### src/rtl/csr_trap_ctrl.sv
// Machine-mode CSR file and trap sequencer: serves CSRRW/RS/RC, takes exceptions and
// interrupts at instruction boundaries, and sequences MRET with a fetch redirect.
module csr_trap_ctrl #(
  parameter int          XLEN       = 32,
  parameter logic [29:0] MTVEC_BASE = 30'h0000_0010
) (
  input  logic            i_clk,
  input  logic            i_rst_n,
  input  logic            i_csr_valid,
  input  logic [1:0]      i_csr_op,
  input  logic [11:0]     i_csr_addr,
  input  logic [XLEN-1:0] i_csr_wdata,
  output logic            o_csr_ready,
  output logic [XLEN-1:0] o_csr_rdata,
  output logic            o_illegal_csr,
  input  logic [XLEN-1:0] i_pc,
  input  logic            i_instr_retire,
  input  logic            i_exc_valid,
  input  logic [3:0]      i_exc_cause,
  input  logic            i_mret,
  input  logic            i_mtimer_intr,
  input  logic            i_mextern_intr,
  input  logic            i_msoftware_intr,
  output logic            o_busy,
  output logic            o_redirect,
  output logic [XLEN-1:0] o_redirect_pc,
  output logic            o_trap_taken,
  output logic [XLEN-1:0] o_mstatus,
  output logic [XLEN-1:0] o_mie,
  output logic [XLEN-1:0] o_mip,
  output logic [XLEN-1:0] o_mepc,
  output logic [XLEN-1:0] o_mcause,
  output logic [XLEN-1:0] o_mscratch
);

  typedef enum logic [2:0] {IDLE, CSR_ACC, TRAP_SAVE, TRAP_JUMP, MRET_JUMP} state_t;

  localparam logic [XLEN-1:0] MISA     = 32'h4000_0100;
  localparam logic [XLEN-1:0] MTVEC    = {MTVEC_BASE, 2'b00};
  localparam logic [XLEN-1:0] IRQ_MASK = 32'h0000_0888;
  localparam logic [XLEN-1:0] MCAUSE_M = 32'h8000_000F;
  localparam logic [XLEN-1:0] EPC_MASK = 32'hFFFF_FFFC;

  state_t            state, next;
  logic              busy_q;
  logic              st_mie, st_mpie;
  logic [XLEN-1:0]   mie_q, mip_q, mscratch_q, mepc_q, mcause_q;
  logic [1:0]        op_q;
  logic [11:0]       addr_q;
  logic [XLEN-1:0]   wdata_q, pc_q, cause_q;
  logic [XLEN-1:0]   mstatus, pend, rd_val, wval, cause_d;
  logic [3:0]        irq_code;
  logic              irq_take, known, ro, illegal, do_write;

  assign mstatus  = {19'b0, 2'b11, 3'b0, st_mpie, 3'b0, st_mie, 3'b0};
  assign pend     = mip_q & mie_q & IRQ_MASK;
  assign irq_take = st_mie & i_instr_retire & (|pend);
  // external > software > timer
  assign irq_code = pend[11] ? 4'd11 : (pend[3] ? 4'd3 : 4'd7);
  assign cause_d  = i_exc_valid ? {1'b0, 27'b0, i_exc_cause} : {1'b1, 27'b0, irq_code};

  always_comb begin
    next = state;
    case (state)
      IDLE: begin
        if (i_exc_valid || irq_take)           next = TRAP_SAVE;
        else if (i_mret)                       next = MRET_JUMP;
        else if (i_csr_valid && i_csr_op != 2'b00) next = CSR_ACC;
      end
      CSR_ACC:   next = IDLE;
      TRAP_SAVE: next = TRAP_JUMP;
      TRAP_JUMP: next = IDLE;
      MRET_JUMP: next = IDLE;
      default:   next = IDLE;
    endcase
  end

  always_comb begin
    rd_val = '0;
    known  = 1'b1;
    ro     = 1'b0;
    case (addr_q)
      12'h300: rd_val = mstatus;
      12'h301: begin rd_val = MISA;  ro = 1'b1; end
      12'h304: rd_val = mie_q;
      12'h305: begin rd_val = MTVEC; ro = 1'b1; end
      12'h340: rd_val = mscratch_q;
      12'h341: rd_val = mepc_q;
      12'h342: rd_val = mcause_q;
      12'h344: begin rd_val = mip_q; ro = 1'b1; end
      12'hF14: ro = 1'b1;
      default: known = 1'b0;
    endcase
  end

  // RS/RC with a zero operand to a read-only CSR is a legal pure read
  assign illegal  = !known || (ro && (op_q == 2'b01 || wdata_q != '0));
  assign wval     = (op_q == 2'b01) ? wdata_q :
                    (op_q == 2'b10) ? (rd_val | wdata_q) : (rd_val & ~wdata_q);
  assign do_write = (state == CSR_ACC) && !illegal && !ro;

  always_ff @(posedge i_clk or negedge i_rst_n) begin
    if (!i_rst_n) begin
      state   <= IDLE;
      busy_q  <= 1'b0;
      op_q    <= '0;
      addr_q  <= '0;
      wdata_q <= '0;
      pc_q    <= '0;
      cause_q <= '0;
    end else begin
      state  <= next;
      busy_q <= (next != IDLE);
      if (state == IDLE) begin
        op_q    <= i_csr_op;
        addr_q  <= i_csr_addr;
        wdata_q <= i_csr_wdata;
        pc_q    <= i_pc;
        cause_q <= cause_d;
      end
    end
  end

  always_ff @(posedge i_clk or negedge i_rst_n) begin
    if (!i_rst_n) begin
      st_mie     <= 1'b0;
      st_mpie    <= 1'b0;
      mie_q      <= '0;
      mip_q      <= '0;
      mscratch_q <= '0;
      mepc_q     <= '0;
      mcause_q   <= '0;
    end else begin
      mip_q <= {20'b0, i_mextern_intr, 3'b0, i_mtimer_intr, 3'b0, i_msoftware_intr, 3'b0};
      if (do_write) begin
        case (addr_q)
          12'h300: begin st_mie <= wval[3]; st_mpie <= wval[7]; end
          12'h304: mie_q      <= wval & IRQ_MASK;
          12'h340: mscratch_q <= wval;
          12'h341: mepc_q     <= wval & EPC_MASK;
          12'h342: mcause_q   <= wval & MCAUSE_M;
          default: ;
        endcase
      end
      if (state == TRAP_SAVE) begin
        mepc_q   <= pc_q & EPC_MASK;
        mcause_q <= cause_q;
        st_mpie  <= st_mie;
        st_mie   <= 1'b0;
      end
      if (state == MRET_JUMP) begin
        st_mie  <= st_mpie;
        st_mpie <= 1'b1;
      end
    end
  end

  assign o_busy        = busy_q;
  assign o_csr_ready   = (state == CSR_ACC);
  assign o_csr_rdata   = o_csr_ready ? rd_val : '0;
  assign o_illegal_csr = o_csr_ready && illegal;
  assign o_trap_taken  = (state == TRAP_JUMP);
  assign o_redirect    = (state == TRAP_JUMP) || (state == MRET_JUMP);
  assign o_redirect_pc = (state == TRAP_JUMP) ? MTVEC :
                         (state == MRET_JUMP) ? mepc_q : '0;
  assign o_mstatus     = mstatus;
  assign o_mie         = mie_q;
  assign o_mip         = mip_q;
  assign o_mepc        = mepc_q;
  assign o_mcause      = mcause_q;
  assign o_mscratch    = mscratch_q;

endmodule

### config.mk
export PLATFORM = sky130hd
export DESIGN_NAME = csr_trap_ctrl
export DESIGN_NICKNAME = d
export VERILOG_FILES = /design/src/rtl/csr_trap_ctrl.sv
export SDC_FILE = /design/constraint.sdc
export NUM_CORES = 1
export LEC_CHECK = 0
export CAP_MARGIN = 15
export CORE_MARGIN = 4
export CORE_UTILIZATION = 45
export CTS_CLUSTER_SIZE = 16
export DETAILED_ROUTE_END_ITERATION = 7
export PLACE_DENSITY = 0.81
export SLEW_MARGIN = 15
export SYNTH_ARGS = -nofsm -noshare
export SYNTH_HDL_FRONTEND = slang
export SYNTH_SLANG_ARGS = --single-unit
### constraint.sdc
create_clock -name i_clk -period 3.1 [get_ports i_clk]
set_input_delay 0.62 -clock i_clk [delete_from_list [all_inputs] [get_ports i_clk]]
set_output_delay 0.62 -clock i_clk [all_outputs]
set_load 0.05 [all_outputs]
==> results of run 1 <==
-- logic make-up after synthesis --
| group | after synthesis | share of synthesized area |
|---|---|---|
| multiplexers | 79 | 0.09517 |
| buffers and inverters | 215 | 0.1394 |
| AND/OR/NAND/NOR | 224 | 0.1274 |
| flip-flops | 160 | 0.4320 |
| other | 2 | 0.0008102 |
| AO/OA/AOI/OAI | 212 | 0.1749 |
| XOR/XNOR | 32 | 0.03024 |
-- cell usage in the layout (no fill, tap or decap), drive strengths merged, types with 31 or more instances in the layout --
| cell | instances |
|---|---|
| a22oi | 33 |
| conb | 119 |
| nand2 | 56 |
| mux2 | 73 |
| dfrtp | 160 |
| clkdlybuf4s50 | 178 |
| and2 | 31 |
| inv | 37 |
| nor3 | 33 |
| nor2 | 48 |
| buf | 80 |
| o21ai | 57 |
-- worst max-delay path: cells and delay by family (launching register included) --
family	cells	cell delay (ns)
AOI/OAI and AO/OA	1	0.14
DFF	1	0.39
buffers and inverters	3	0.53
and+or+nand+nor	3	1.04
-- stage by stage --
step / TNS [ns] / power [W] / area, sq um / instances / hold WS [ns]
global route: -1.802 / 0.01300 / 12540 / 1426 / 0.1633
detailed placement: 0 / 0.01020 / 11800 / 1388 / 0.4811
CTS: -2.094 / 0.01229 / 12440 / 1423 / 0.1383
finish: -0.3566 / 0.01233 / 12540 / 1426 / 0.1362
global placement: 0 / 0.01003 / 11800 / 1388 / 0.4692
floorplan: 0 / 0.008325 / 9731 / 1041 / 0.3244
-- flip-flops by register name (all words and copies together) (netlist names), 3 cells and up --
signal,flops
state,3
pc_q,30
o_mepc,30
o_mscratch,32
o_mip,3
o_mie,3
addr_q,12
wdata_q,32
o_mcause,5
cause_q,5
-- metal layers --
metal	routed length [microns]	up-vias	share of wire	track usage
li1	-	3481	-	-
met1	11460	3806	0.38	0.3164
met2	14670	450	0.49	0.4348
met3	3150	61	0.11	0.07852
met4	650	2	0.022	0.06649
met5	13	-	0.00043	0
-- worst paths after layout --
check / startpoint / end / slack, ns / cells past startpoint
setup / recovery: addr_q[1] / o_csr_rdata[20] / -0.04 / 7
hold / removal: i_rst_n / pc_q[23] / 0.14 / 1
setup reg to reg: state[1] / o_mepc[20] / 0.40 / 6
hold reg to reg: pc_q[7] / o_mepc[7] / 0.50 / 2
max in group asynchronous: i_rst_n / cause_q[3] / 2.17 / 2
min in group i_clk: pc_q[7] / o_mepc[7] / 0.50 / 2
-- power by group through the flow --
stage | clock network (W) | logic (W) | registers [W]
floorplan | 0 | 0.00405 | 0.00428
global placement | 0 | 0.00625 | 0.00378
detailed placement | 0 | 0.00639 | 0.00382
CTS | 0.00206 | 0.00643 | 0.00379
global route | 0.00215 | 0.00694 | 0.00392
finish | 0.00204 | 0.00648 | 0.00381
-- cell type report --
| type | instances | area, sq um |
|---|---|---|
| well taps | 270 | 337.8 |
| flip-flops and latches | 160 | 4006 |
| clock inverters | 11 | 106.4 |
| repair buffers | 263 | 2969 |
| fillers | 1649 | 7697 |
| multi-input cells | 666 | 4526 |
| clock buffers | 21 | 460.4 |
| inverters | 35 | 131.4 |
-- timing repair --
action	CTS	global route
pin swaps	2	8
gates cloned	1	1
setup buffers	2	2
setup endpoints to repair	22	29
resized for setup	11	15
==> results.cfg, run 1 <==
[status]
status = complete, but fails checks
failed_checks = negative setup slack

[floorplan]
ios = 352
dieArea_sq_um = 22960
core_sq_um = 20230
initial_core_util = 0.4581
die_y_microns = 151.5
die-width_microns = 151.5
rows = 52

[cells_and_area]
fin_util = 0.6196
drive_gt1_frac = 0.1929
final_net_count = 1234
area_growth_pct = 35.26
antenna_cells = 0

[timing]
tightest_slew_ns = 0.8379
skew_ns = 0.008899
fmax_mhz = 318.1
hold_viol_final = 0
min_period_ns = 3.144
setup_slack_ns = -0.04363
slew_headroom = 0.4414
rsz0062_at_grt = yes
slew_violations = 0
post-route-period-util = 1.014
finalSetupViolations = 18

[synth]
synth.avg_cell_area_sq_um = 10.03
netlist_area_sq_um = 9269
synth_top_area_cell = dfrtp_1
synth_enable_flop_cells = 0
synth_flop_cell = dfrtp_1
yosys.area.top_type_share = 0.4320
ys_seq_area_frac = 0.4320
synth-seq-cells = 160
synthTopCellsByArea = dfrtp_1 (43%), buf_4 (10%), mux2_2 (6.4%)
synth_common_cells = dfrtp_1 (160), buf_4 (124), o21ai_0 (56)
synthDistinctLibCells = 69
synth_cells = 924
synth_most_common_cell = dfrtp_1
synth-async-reset-ratio = 1.000
yosysWarningCount = 0

[grt]
track_usage = 0.2552
grt_max_degree = 63
grt_pass1_wl_microns = 44600
grt_pass1_vias = 7823
antenna_found_initial = 1
overflow = 0

[clock_network]
cts_max_level = 4
clock-root-buffer = clkbuf_16
cts_made_buffers = 17
ctsHoldBuffers = 0
clk_latency_ns = 0.43
cts_max_path_buffers = 2
cts_tree = yes
clock_sinks = 160
clk_pin_slew_ns = 0.06

[setup_path]
cp-start-kind = flip-flop
crit_slowest_cell = or4_4
critPathMaxStageDelay_ns = 0.58
worst_setup_path_end_kind = output port
critical_path.max_fanout = 11
worstPathRequired_ns = 2.48
cp_data_arrival_time_ns = 2.52
crit_type = reg2out
crit_path_cell_trace = or4_4, nor4_4, buf_4, clkbuf_16, a22oi_1, nor2_2, buf_12

[routing]
dr.pass1.iters = 7
first_iter_violations = 510
drt_wl_total_microns = 29950
vias = 7800
wire_per_inst_microns = 21.00
drc = 0
ant_nets = 0
viasPerCell = 5.470

[power_and_ir_drop]
powerDensity_nw_per_um2 = 983.5
intPower_w = 0.006573
p_switching_w = 0.005757
irDropWorstVdd_v = 0.0006268
p_seq_frac = 0.309
comb_power_share = 0.525
swShare = 0.4669
p_clk_frac = 0.165
p_leak_nw = 5.281

[placed_design]
place.gp.congestion = 0.9034
port_buffers = 230
dpl.hpwl_microns = 21430
dp_slack_ns = 0.2513

[run]
drv_cap = 0

[hold_path]
min_path_type = in2async
Power figures use the tool's default switching activity.
==> run 2: changes to the inputs <==
CAP_MARGIN = 25   (was 15)
==> results of run 2 <==
No change in the layout: final DEF, timing and power equal those of run 1.
==> run 3: changes to the inputs <==
ABC_CLOCK_PERIOD_IN_PS = 3100   (was default)
==> results of run 3 <==
No change in the layout: final DEF, timing and power equal those of run 1.
==> variant, RTL diff (settings of run 3) <==
Register the output `o_mstatus`, with the module's reset; this adds one clock of latency there. The other outputs are not delayed to match.
--- a/src/rtl/csr_trap_ctrl.sv
+++ b/src/rtl/csr_trap_ctrl.sv
@@ -163,7 +163,13 @@
   assign o_redirect    = (state == TRAP_JUMP) || (state == MRET_JUMP);
   assign o_redirect_pc = (state == TRAP_JUMP) ? MTVEC :
                          (state == MRET_JUMP) ? mepc_q : '0;
-  assign o_mstatus     = mstatus;
+  always_ff @(posedge i_clk or negedge i_rst_n) begin
+    if (!i_rst_n) begin
+      o_mstatus <= '0;
+    end else begin
+      o_mstatus <= mstatus;
+    end
+  end
   assign o_mie         = mie_q;
   assign o_mip         = mip_q;
   assign o_mepc        = mepc_q;
Formal check against the unedited RTL: not equivalent (a bounded check fails within 4 cycles, from zero or initial values and one cycle with i_rst_n low).
==> variant against run 3 <==
Worst hold slack gained 25 ps; first-iteration DRC count rose by 0.59%; final area fell by 1.4%; power decreased by 0.40%; setup slack improved by 150 ps; synthesized cell count decreased by 0.54%; area after synthesis shrank 1.7%; sequential cell count grew 3; routed wire length is 2.7% lower.
==> variant: results (changes against run 3) <==
[outcome]
status=finished clean

[placement]
dpl_cell_area_sq_um=11700  ; -0.71%
portBuffers=232  ; +0.87%
place.gp.congestion=0.900  ; -0.42%
hpwl_microns=21500  ; +0.34%

[routing]
wl_met3_microns=2410  ; -23%
dr_wl_met2_microns=14500  ; -1.2%
viasPerCell=5.33  ; -2.5%
wl_met1_microns=11700  ; +2.4%
dr.pass1.iters=5  ; -2
drtIter0Drc=513  ; +0.59%
wl_per_cell_microns=20.4  ; -2.6%

[global_route]
use_met1_pct=33.4  ; +1.8 points
met3_usage_pct=6.56  ; -1.3 points
grt_pass1_wl_microns=44100  ; -1.1%
grtUsageMet2_pct=43.1  ; -0.42 points
gr-usage-all-layers_pct=25.7  ; +0.16 points
grt_max_degree=62  ; -1.6%
grt_pass1_vias=7582  ; -3.1%

[cells_and_area]
nets=1238  ; +0.32%
final_util_pct=62.7  ; +0.70 points
diodes=0  ; unchanged
nFillCells=1630  ; -1.2%
drive_above_1_share_pct=19.8  ; +0.54 points

[pwr]
p_leak_nw=5.16  ; -2.4%
ir_drop_uv=554  ; -12%

[clocking]
clkLatencyLatePin_ps=430  ; about the same
cts_root_buf=clkbuf_16
cts_max_level=4  ; unchanged

[timing]
clock_skew_ps=12.0  ; +3.07 ps
maxSlewHeadroom_pct=52.0  ; +7.8 points

[synth]
synth_compound_area_share_pct=15.1  ; -2.4 points
yosys_warnings=0  ; unchanged
synthDistinctLibCells=63  ; -8.7%
ys_seq_area_share_pct=44.8  ; +1.6 points
synth_mux_area_share_pct=11.0  ; +1.5 points
ys_top_cells_by_area=dfrtp_1 45%, mux2_2 10%, buf_4 9.8%
synth-xor-area-share_pct=3.08  ; +0.052 points
synthTopCellsByCount=163 x dfrtp_1, 119 x buf_4, 82 x mux2_2, 75 x a22oi_1, 68 x nor2_1

[worst_hold_path]
hp-class=primary input to async pin

[critical_path]
arrival_ps=2380  ; -140 ps
cp_max_fo=14  ; +3

variant: timing repair:
action	4_1_cts	5_1_grt
setup endpoints to repair	12	4
setup buffers	0	1
gates resized for setup	15	9
pin swaps	0	1
variant: kinds of logic after synthesis:
family | after synthesis
simple gates | 232
compound gates | 215
buf+inv | 185
flops | 163
mux | 90
xor+xnor | 32
other cells | 2
variant: layout make-up:
cell class / instances / share of cell area [%]
clock buffer: 18 / 3.47
clock inverter: 14 / 1.36
inverter: 7 / 0.253
multi-input combinational: 687 / 35.6
sequential: 163 / 33.1
tap: 265 / 2.68
timing repair buffer: 271 / 23.6
variant: worst max-delay path: stages, from the launching register on:
cell and delay, ps:
dfrtp_1 400, buf_4 230, and4b_1 480, a22oi_1 150, nor3_1 480, buf_12 210
variant: per-stage QoR:
stage               hold WS (ps)  std cells  worst slack, ps
global placement             451       1392              354
detailed placement           461       1392              300
finish                       161       1425              104
CTS                          185       1424             25.2
floorplan                    324       1035             10.2
global route                 196       1425             11.7
variant: power breakdown:
| group | internal, mW | switching, mW | leakage (nW) |
|---|---|---|---|
| sequential | 2.97 | 0.976 | 2.00 |
| combinational | 2.52 | 3.67 | 2.86 |
| clock | 1.21 | 0.930 | 0.295 |
variant: path summary, 6_finish.rpt:
| check | endpoint | slack [ps] | start | depth (start not counted) |
|---|---|---|---|---|
| max | o_csr_rdata[30] | 100 | addr_q[6] | 5 |
| min | pc_q[5] | 160 | i_rst_n | 1 |
| max reg2reg | o_mepc[6] | 430 | state[0] | 7 |
| min reg2reg | o_mstatus[7] | 480 | st_mpie | 0 |
| max in group asynchronous | wdata_q[21] | 2170 | i_rst_n | 2 |
| min in group i_clk | o_mstatus[7] | 480 | st_mpie | 0 |
